[config.mk]
export PLATFORM = sky130hd
export DESIGN_NAME = booth_mul_r4_seq
export DESIGN_NICKNAME = d
export VERILOG_FILES = /design/src/rtl/fpu_misc_pkg.sv /design/src/rtl/booth_digit_r4.sv /design/src/rtl/booth_mul_r4_seq.sv
export SDC_FILE = /design/constraint.sdc
export NUM_CORES = 1
export LEC_CHECK = 0
export CELL_PAD_IN_SITES_DETAIL_PLACEMENT = 0
export CELL_PAD_IN_SITES_GLOBAL_PLACEMENT = 1
export CORE_MARGIN = 1.5
export CORE_UTILIZATION = 43
export CTS_CLUSTER_DIAMETER = 40
export DETAILED_ROUTE_END_ITERATION = 7
export PLACE_DENSITY = 0.79
export SLEW_MARGIN = 20
export SYNTH_ARGS = -nofsm -noshare
export SYNTH_HDL_FRONTEND = slang
export SYNTH_SLANG_ARGS = --single-unit
[constraint.sdc]
create_clock -name clk -period 5.89 [get_ports clk]
set_clock_uncertainty 0.05 [all_clocks]
set_input_delay 1.178 -clock clk [delete_from_list [all_inputs] [get_ports clk]]
set_output_delay 1.178 -clock clk [all_outputs]
set_load 0.03 [all_outputs]
[src/rtl/fpu_misc_pkg.sv]
// Shared FPU helper definitions: radix-4 Booth digit codes, multiplier FSM states,
// and the triple-to-digit recoder.
package fpu_misc_pkg;

    // Signed 3-bit digit codes: value = code interpreted as two's complement
    localparam logic [2:0] BOOTH_0  = 3'b000;
    localparam logic [2:0] BOOTH_P1 = 3'b001;
    localparam logic [2:0] BOOTH_P2 = 3'b010;
    localparam logic [2:0] BOOTH_N1 = 3'b111;
    localparam logic [2:0] BOOTH_N2 = 3'b110;

    typedef enum logic [1:0] {
        ST_IDLE = 2'd0,
        ST_CALC = 2'd1,
        ST_DONE = 2'd2
    } state_t;

    function automatic logic [2:0] booth_encode(input logic [2:0] triple);
        logic [2:0] code;
        case (triple)
            3'b001, 3'b010: code = BOOTH_P1;
            3'b011:         code = BOOTH_P2;
            3'b100:         code = BOOTH_N2;
            3'b101, 3'b110: code = BOOTH_N1;
            default:        code = BOOTH_0;
        endcase
        return code;
    endfunction

endpackage

[src/rtl/booth_digit_r4.sv]
// Radix-4 Booth partial-product generator, combinational (0 cycles), no handshake.
// Negative digits yield the one's complement with neg_cin=1; the caller adds the carry.
module booth_digit_r4
    import fpu_misc_pkg::*;
#(
    parameter int EW = 10
) (
    input  logic [2:0]  triple,
    input  logic [EW-1:0] mcand,
    output logic [EW:0] pp,
    output logic        neg_cin
);

    logic [2:0]  code;
    logic [EW:0] mul1;
    logic [EW:0] mul2;

    assign code = booth_encode(triple);
    assign mul1 = {mcand[EW-1], mcand};
    assign mul2 = {mcand, 1'b0};

    always_comb begin
        pp      = '0;
        neg_cin = 1'b0;
        case (code)
            BOOTH_P1: pp = mul1;
            BOOTH_P2: pp = mul2;
            BOOTH_N1: begin
                pp      = ~mul1;
                neg_cin = 1'b1;
            end
            BOOTH_N2: begin
                pp      = ~mul2;
                neg_cin = 1'b1;
            end
            default:  pp = '0;
        endcase
    end

endmodule

[src/rtl/booth_mul_r4_seq.sv]
// Iterative radix-4 Booth multiplier, one digit per cycle; out_valid seen N+1 edges after accept.
// Result holds in DONE until out_ready; no new accept until the result is consumed.
module booth_mul_r4_seq
    import fpu_misc_pkg::*;
#(
    parameter int DWIDTH = 24
) (
    input  logic                  clk,
    input  logic                  rst,
    input  logic                  in_valid,
    output logic                  in_ready,
    input  logic [DWIDTH-1:0]     a,
    input  logic [DWIDTH-1:0]     b,
    input  logic                  signed_mode,
    output logic                  out_valid,
    input  logic                  out_ready,
    output logic [2*DWIDTH-1:0]   p,
    output logic                  busy
);

    localparam int EW   = DWIDTH + 2;
    localparam int N    = EW / 2;
    localparam int ACCW = 2 * DWIDTH;
    localparam int CW   = $clog2(N + 1);

    state_t          state;
    state_t          state_next;
    logic [CW-1:0]   cnt;
    logic [ACCW-1:0] acc;
    logic [ACCW-1:0] acc_sum;
    logic [ACCW-1:0] pp_ext;
    logic [ACCW-1:0] cin_ext;
    logic [EW-1:0]   a_reg;
    logic [EW:0]     b_sh;
    logic [EW-1:0]   a_ext;
    logic [EW-1:0]   b_ext;
    logic [EW:0]     pp;
    logic            neg_cin;
    logic [CW:0]     shamt;
    logic            accept;
    logic            last_digit;

    assign in_ready   = (state == ST_IDLE) && !rst;
    assign out_valid  = (state == ST_DONE);
    assign busy       = (state != ST_IDLE);
    assign p          = acc;
    assign accept     = in_valid && in_ready;
    assign last_digit = (cnt == CW'(N - 1));

    // Two extra bits keep unsigned operands positive under signed Booth recoding
    assign a_ext = {{2{signed_mode & a[DWIDTH-1]}}, a};
    assign b_ext = {{2{signed_mode & b[DWIDTH-1]}}, b};

    booth_digit_r4 #(
        .EW (EW)
    ) u_digit (
        .triple  (b_sh[2:0]),
        .mcand   (a_reg),
        .pp      (pp),
        .neg_cin (neg_cin)
    );

    // Only the low ACCW bits of the product are kept, so wrap-around is harmless
    assign shamt   = {cnt, 1'b0};
    assign pp_ext  = {{(ACCW-EW-1){pp[EW]}}, pp} << shamt;
    assign cin_ext = {{(ACCW-1){1'b0}}, neg_cin} << shamt;
    assign acc_sum = acc + pp_ext + cin_ext;

    always_comb begin
        state_next = state;
        case (state)
            ST_IDLE: if (accept)     state_next = ST_CALC;
            ST_CALC: if (last_digit) state_next = ST_DONE;
            ST_DONE: if (out_ready)  state_next = ST_IDLE;
            default:                 state_next = ST_IDLE;
        endcase
    end

    always_ff @(posedge clk) begin
        if (rst) begin
            state <= ST_IDLE;
            cnt   <= '0;
            acc   <= '0;
            a_reg <= '0;
            b_sh  <= '0;
        end else begin
            state <= state_next;
            if (accept) begin
                cnt   <= '0;
                acc   <= '0;
                a_reg <= a_ext;
                b_sh  <= {b_ext, 1'b0};
            end else if (state == ST_CALC) begin
                acc  <= acc_sum;
                cnt  <= cnt + 1'b1;
                b_sh <= {2'b00, b_sh[EW:2]};
            end
        end
    end

endmodule

---- After elaboration in Yosys (flattened, before gate mapping) ----
Cells that the tools add are included.
storage, ports and cells
  register bits ........................... 106
  bits of input ports ..................... 53
  output and inout bits ................... 51
operators by class
  $add $sub $neg .......................... 3
  equal/unequal tests ..................... 16
  shift operators ......................... 2
  muxes and demuxes ....................... 9
  bitwise gates (word level) .............. 4
  reduce and logical (&&, ||, !) cells .... 11
operators by type and width
  cell                                                  number
  case mux 27 bit (4 select lines)                      1
  adder 48 bit                                          2
  2-to-1 mux 27 bit                                     2
  NOT 27 bit                                            2
  left shift 1 x 5 -> 48 bit                            1
  left shift 48 x 5 -> 48 bit                           1
  equality test 3 bit (second input constant)           5
  case mux 3 bit (4 select lines)                       1
  equality test 3 x 2 -> 1 bit (second input constant)  3
  OR reduction 2 bit                                    4
  equality test 3 x 1 -> 1 bit (second input constant)  2
  2-to-1 mux 2 bit                                      3
  case mux 2 bit (3 select lines)                       1
  adder 4 x 1 -> 4 bit (second input constant)          1
  equality test 4 bit (second input constant)           1
  != test 2 bit (second input constant)                 2
  nonzero test 2 bit                                    2
  AND reduction 3 bit                                   1
  bitwise AND 1 bit                                     2
  equality test 2 x 1 -> 1 bit (second input constant)  1
  equality test 2 bit (second input constant)           1
  logical AND 1 bit                                     2
  zero test 2 bit                                       1
  != test 2 x 1 -> 1 bit (second input constant)        1
  other kinds (2)                                       2

---- Depth between registers and ports, before layout ----
Gate-level depths: netlist of run 1.
  depth in word-level cells ............... 8
  gate-level depth with buffers ........... 25
  mapped depth without buffers ............ 21

---- By module ----
Synthesis of run 1 repeated with hierarchy kept, for this count alone.
unflattened totals
  cell total of the unflattened synthesis .. 1268
  area total of the unflattened synthesis .. 9699.3 sq um
by module, submodules not included
  module            instances  cells an instance  area an instance (sq um)  sequential area each (sq um)
  booth_mul_r4_seq  1          1167               8752.1                    2102.0
  booth_digit_r4    1          101                947.2                     0.0

---- Least setup slack after synthesis of run 1 ----
Ideal clock, no wire load.
  path type ............................... register -> register
  from .................................... reg b_sh[1]
  to ...................................... reg acc[47] (netlist: p[47])
  arrival time ............................ 4.842 ns
  required time ........................... 5.768 ns
  slack ................................... 0.926 ns
  cell stages (with the launch flop) ...... 25
  path buffers ............................ 4
  clock period less this slack ............ 4.964 ns
  cell sequence ........................... dfxtp_1 > buf_4 > xor2_1 > buf_2 > buf_1 > a22oi_1 > o21ai_0 > nor2_1 > a21oi_1 > mux2i_1 > nand2_1 > o21ai_0 > o22ai_1 > fa_1 > ha_1 > buf_6 > a21o_1 > a31o_1 > or4_4 > a21oi_2 > nor2_1 > a2111oi_2 > o21ai_0 > a21oi_2 > mux2i_1
on the way
  longest elaborated chain between the ends .. 8
  elaborated cells between the ends (all ways) .. 20
  classes of those cells .................. add/sub: 2; eq/ne: 10; shift: 2; mux: 3; reduce/logical: 3
ends and longest elaborated chain
  what                                                                           RTL line                                        text
  start, declared                                                                booth_mul_r4_seq.sv:34                          logic [EW:0] b_sh;
  start signal, assigned                                                         booth_mul_r4_seq.sv:92                          b_sh <= {b_ext, 1'b0};
  start signal, assigned                                                         booth_mul_r4_seq.sv:96                          b_sh <= {2'b00, b_sh[EW:2]};
  equality test 3 bit, or another cell as far along                              fpu_misc_pkg.sv:20                              case (triple)
  OR reduction 2 bit                                                             fpu_misc_pkg.sv:20
  case mux 3 bit (4 select lines) *                                              fpu_misc_pkg.sv:20
  equality test 3 bit, or another cell as far along                              booth_digit_r4.sv:25                            case (code)
  case mux 27 bit (4 select lines) / OR reduction 2 bit (equally long branches)  --
  left shift 48 x 5 -> 48 bit / 2-to-1 mux 1 bit (equally long branches)         booth_mul_r4_seq.sv:65, booth_digit_r4.sv:25
  adder 48 bit / left shift 1 x 5 -> 48 bit (equally long branches)              booth_mul_r4_seq.sv:67, booth_mul_r4_seq.sv:66
  adder 48 bit *                                                                 booth_mul_r4_seq.sv:67                          assign acc_sum = acc + pp_ext + cin_ext;
  end signal, assigned                                                           booth_mul_r4_seq.sv:94                          acc <= acc_sum;
  end, declared                                                                  booth_mul_r4_seq.sv:29                          logic [ACCW-1:0] acc;
Every way passes the cells marked *; elsewhere a longest branch is shown, timed or not.
A chain may end at the register's enable or synchronous reset.

---- Final worst setup path of run 1 ----
  from .................................... reg b_sh[0]
  to ...................................... reg acc[47] (netlist: p[47])
Same word-level chain as after synthesis.

==> results by group, run 1 <==
Die
  • Core area: roughly 0.022 mm2
  • Io pins: 104
  • Die area: between 0.02 and 0.025 mm2
  • Row count: 54
  • Die width: 151.7 um
  • Initial core utilization: a little over two fifths
  • Die H: 151.7 um

Power and ir drop
  • Sw frac: 40.76%
  • Flop pwr share: 33.5%
  • Peak VDD IR: approximately 0.13 mV
  • Pint: 1.453 mW
  • Clock group share of total power: 27.0%
  • Total power: ~2.5 mW
  • Gate power share: around two fifths
  • Pwr/cell area: about 220 mW/mm2
  • P_sw: around 1000 uW
  • Leak Pwr: 4.945 nW

Clock tree
  • TritonCTS clock tree: built
  • TritonCTS Buffers: 9
  • Root Driver: clkbuf_16
  • Sink Count: roughly 110
  • H-Tree Depth: 3
  • Clock latency on the worst-skew pair: 380 ps
  • Clk buf depth: 2
  • Reg clk slew, reported paths: 90 ps
  • CTS Hold Bufs: 0

Finish
  • Fin cells: around 1,600
  • Diode count: 0
  • Share of layout cells above drive strength 1: 4.885%
  • Max reg flops: 48
  • Nets: 1,495
  • Final Cell Area: 0.01103 mm2
  • Area grow syn2layout: 15.96%
  • Final Core Density: between 50% and 60%

Synth
  • Syn Std Cell Area: around 0.0095 mm2
  • Synthesis-stage register bit count: 105
  • Post-synth ARST share: 0%
  • Most area-hungry cell type in the Yosys netlist: dfxtp_1
  • Syn avg cell area: 7.328 um2
  • EDFF count, synth: 0
  • Cells after synthesis: 1,298
  • Post-Syn Nets: 1,447
  • Most common cell in the netlist: nand2_1
  • Synth top area share: 22.10%
  • Top post-synthesis cells by count: nand2_1 (222), nor2_1 (126), a21oi_1 (115)
  • Register area share after synthesis: 22.10%
  • Synth area leaders: dfxtp_1 (22%), ha_1 (10%), nand2_1 (8.8%), a21oi_1 (6.1%), nor2_1 (5.0%)
  • Primary FF master, synth: dfxtp_1
  • Yosys warnings: 0
  • Yosys cell types: 72

Place
  • Placer Congestion: 0.9523
  • Post-DP HPWL: ~21,000 um
  • Placed cell areas: 0.01069 mm2
  • PortBufs: 103
  • Placed cells: between 1,500 and 2,000

GRT
  • Largest net degree at the start of global routing: 74
  • Vias in the first global route: approximately 8,500
  • GRT Overall Usage: 24.79%
  • Initial antenna violation count: 0
  • Grt ovf: 0
  • Global-route wire length before repair: 44,780 um

Min path
  • Worst hold path class: register to register
  • Hold_sp: p[26]

Drt
  • Iter 0 DRT Violations: roughly 580
  • Wire per inst: 17.35 um
  • DRT Pass-1 Iters: 6
  • DRT antenna net count: 0
  • Vias per cell: 5.686
  • Routed Wire Length: 28,300 um
  • DR vias: 9,274
  • Post-route DRC violation count: 0

Setup path
  • Critical path class: register to register
  • Data arrival, critical path: 5720 ps
  • Critical path launch point type: register
  • CP required: 6150 ps
  • Crit path max fanout: 16
  • Crit. End Element: register
  • Reg2reg start: b_sh[0]
  • Crit. Startpoint: b_sh[0]

Timing
  • Tmin final: 5454 ps
  • Final period util: roughly 93%
  • Slew Limit Fails: 0
  • Fin. Hold Viols: 0
  • Rel. slew slack: 34.01%
  • Tightest Pin Transition: about 1000 ps
  • Fmax: 183.4 MHz
  • Final setup vio count: 0

Run
  • Max-cap viol count: 0

Outcome
  • Status: finished clean
final timing paths:
check / cells past startpoint / slack [ps] / to
setup / recovery: 20 / 440 / p[47]
hold / removal: 2 / 420 / p[26]
setup reg to reg: 20 / 440 / p[47]
hold reg to reg: 2 / 420 / p[26]
power groups by stage:
| stage | Clock [mW] | Combinational (mW) | Sequential (mW) |
|---|---|---|---|
| 6_report | 0.661 | 0.970 | 0.821 |
| 5_1_grt | 0.700 | 1.07 | 0.830 |
| 4_1_cts | 0.683 | 0.963 | 0.821 |
| 3_5_place_dp | 0 | 0.959 | 0.837 |
| 3_3_place_gp | 0 | 0.954 | 0.837 |
| 2_1_floorplan | 0 | 0.643 | 0.866 |
cell type report:
class	instances	area, um2
clock buffer	9	225.2
clock inverter	7	93.84
fill	2233	10730
inverter	49	183.9
multi-input combinational	1055	6869
sequential	105	2105
tap	280	350.3
timing repair buffer	126	1202
metrics by stage:
step	hold slack [ps]	setup TNS, ps	worst slack [ps]
floorplan	398.1	0	925.9
CTS	423.2	0	371.9
finish	420.7	0	436.4
detailed placement	411.9	0	398.1
global route	446.0	-29.43	-29.43
global placement	405.5	0	567.7
routing by layer:
metal	global-route usage [%]	vias up	share of wire (%)
met5	0	-	0
met4	7.885	0	2.2
met3	2.485	34	4.5
met2	40.11	240	46
met1	34.53	4316	47
li1	-	4684	-
kinds of logic (layout without fill, tap and decap cells):
logic type	after synthesis	count (layout)	synth area share, %
buf+inv	138	191	5.854
fa+ha+maj	96	96	13.97
simple gates	486	486	22.84
xor+xnor	63	63	5.801
mux	39	39	4.354
compound gates	371	371	25.09
flops	105	105	22.10
cell usage in the layout (no fill, tap or decap), types with 34 or more instances in the layout:
cell type,instances
ha_1,79
a21o_1,41
o21ai_0,60
nor2_1,126
inv_1,48
a21oi_1,114
xor2_1,34
clkdlybuf4s50_1,102
dfxtp_1,103
nand2_1,221
timing repair:
action                                  4_1_cts  5_1_grt
setup buffers                                 0        1
endpoints found under the setup margin        0        1
resized for setup                             0        6
critical path, stage by stage (launching register included):
cell       delay [ps]
dfxtp_1           400
or3b_1            440
buf_4             200
o221ai_1          260
nor2_1             80
nor2_1            160
a21oi_1           140
mux2i_1           310
nand2_1           130
fa_1              540
inv_1              40
ha_1              400
a21oi_1           250
o21ai_1           200
or4_4             510
a21oi_2           230
nor2_1            100
a2111oi_2         400
o21ai_0           190
a21oi_2           180
mux2i_1           180
(Power assumes the default switching activity.)
==> run 2: changes to the inputs <==
Settings changed: SKIP_LAST_GASP set to 1.
==> results of run 2 <==
The final DEF is identical to that of run 1; final timing and power are the same.
==> run 3: changes to the inputs <==
Settings changed: SLEW_MARGIN 20 to unset.
==> results of run 3 <==
The final DEF is identical to that of run 1; final timing and power are the same.
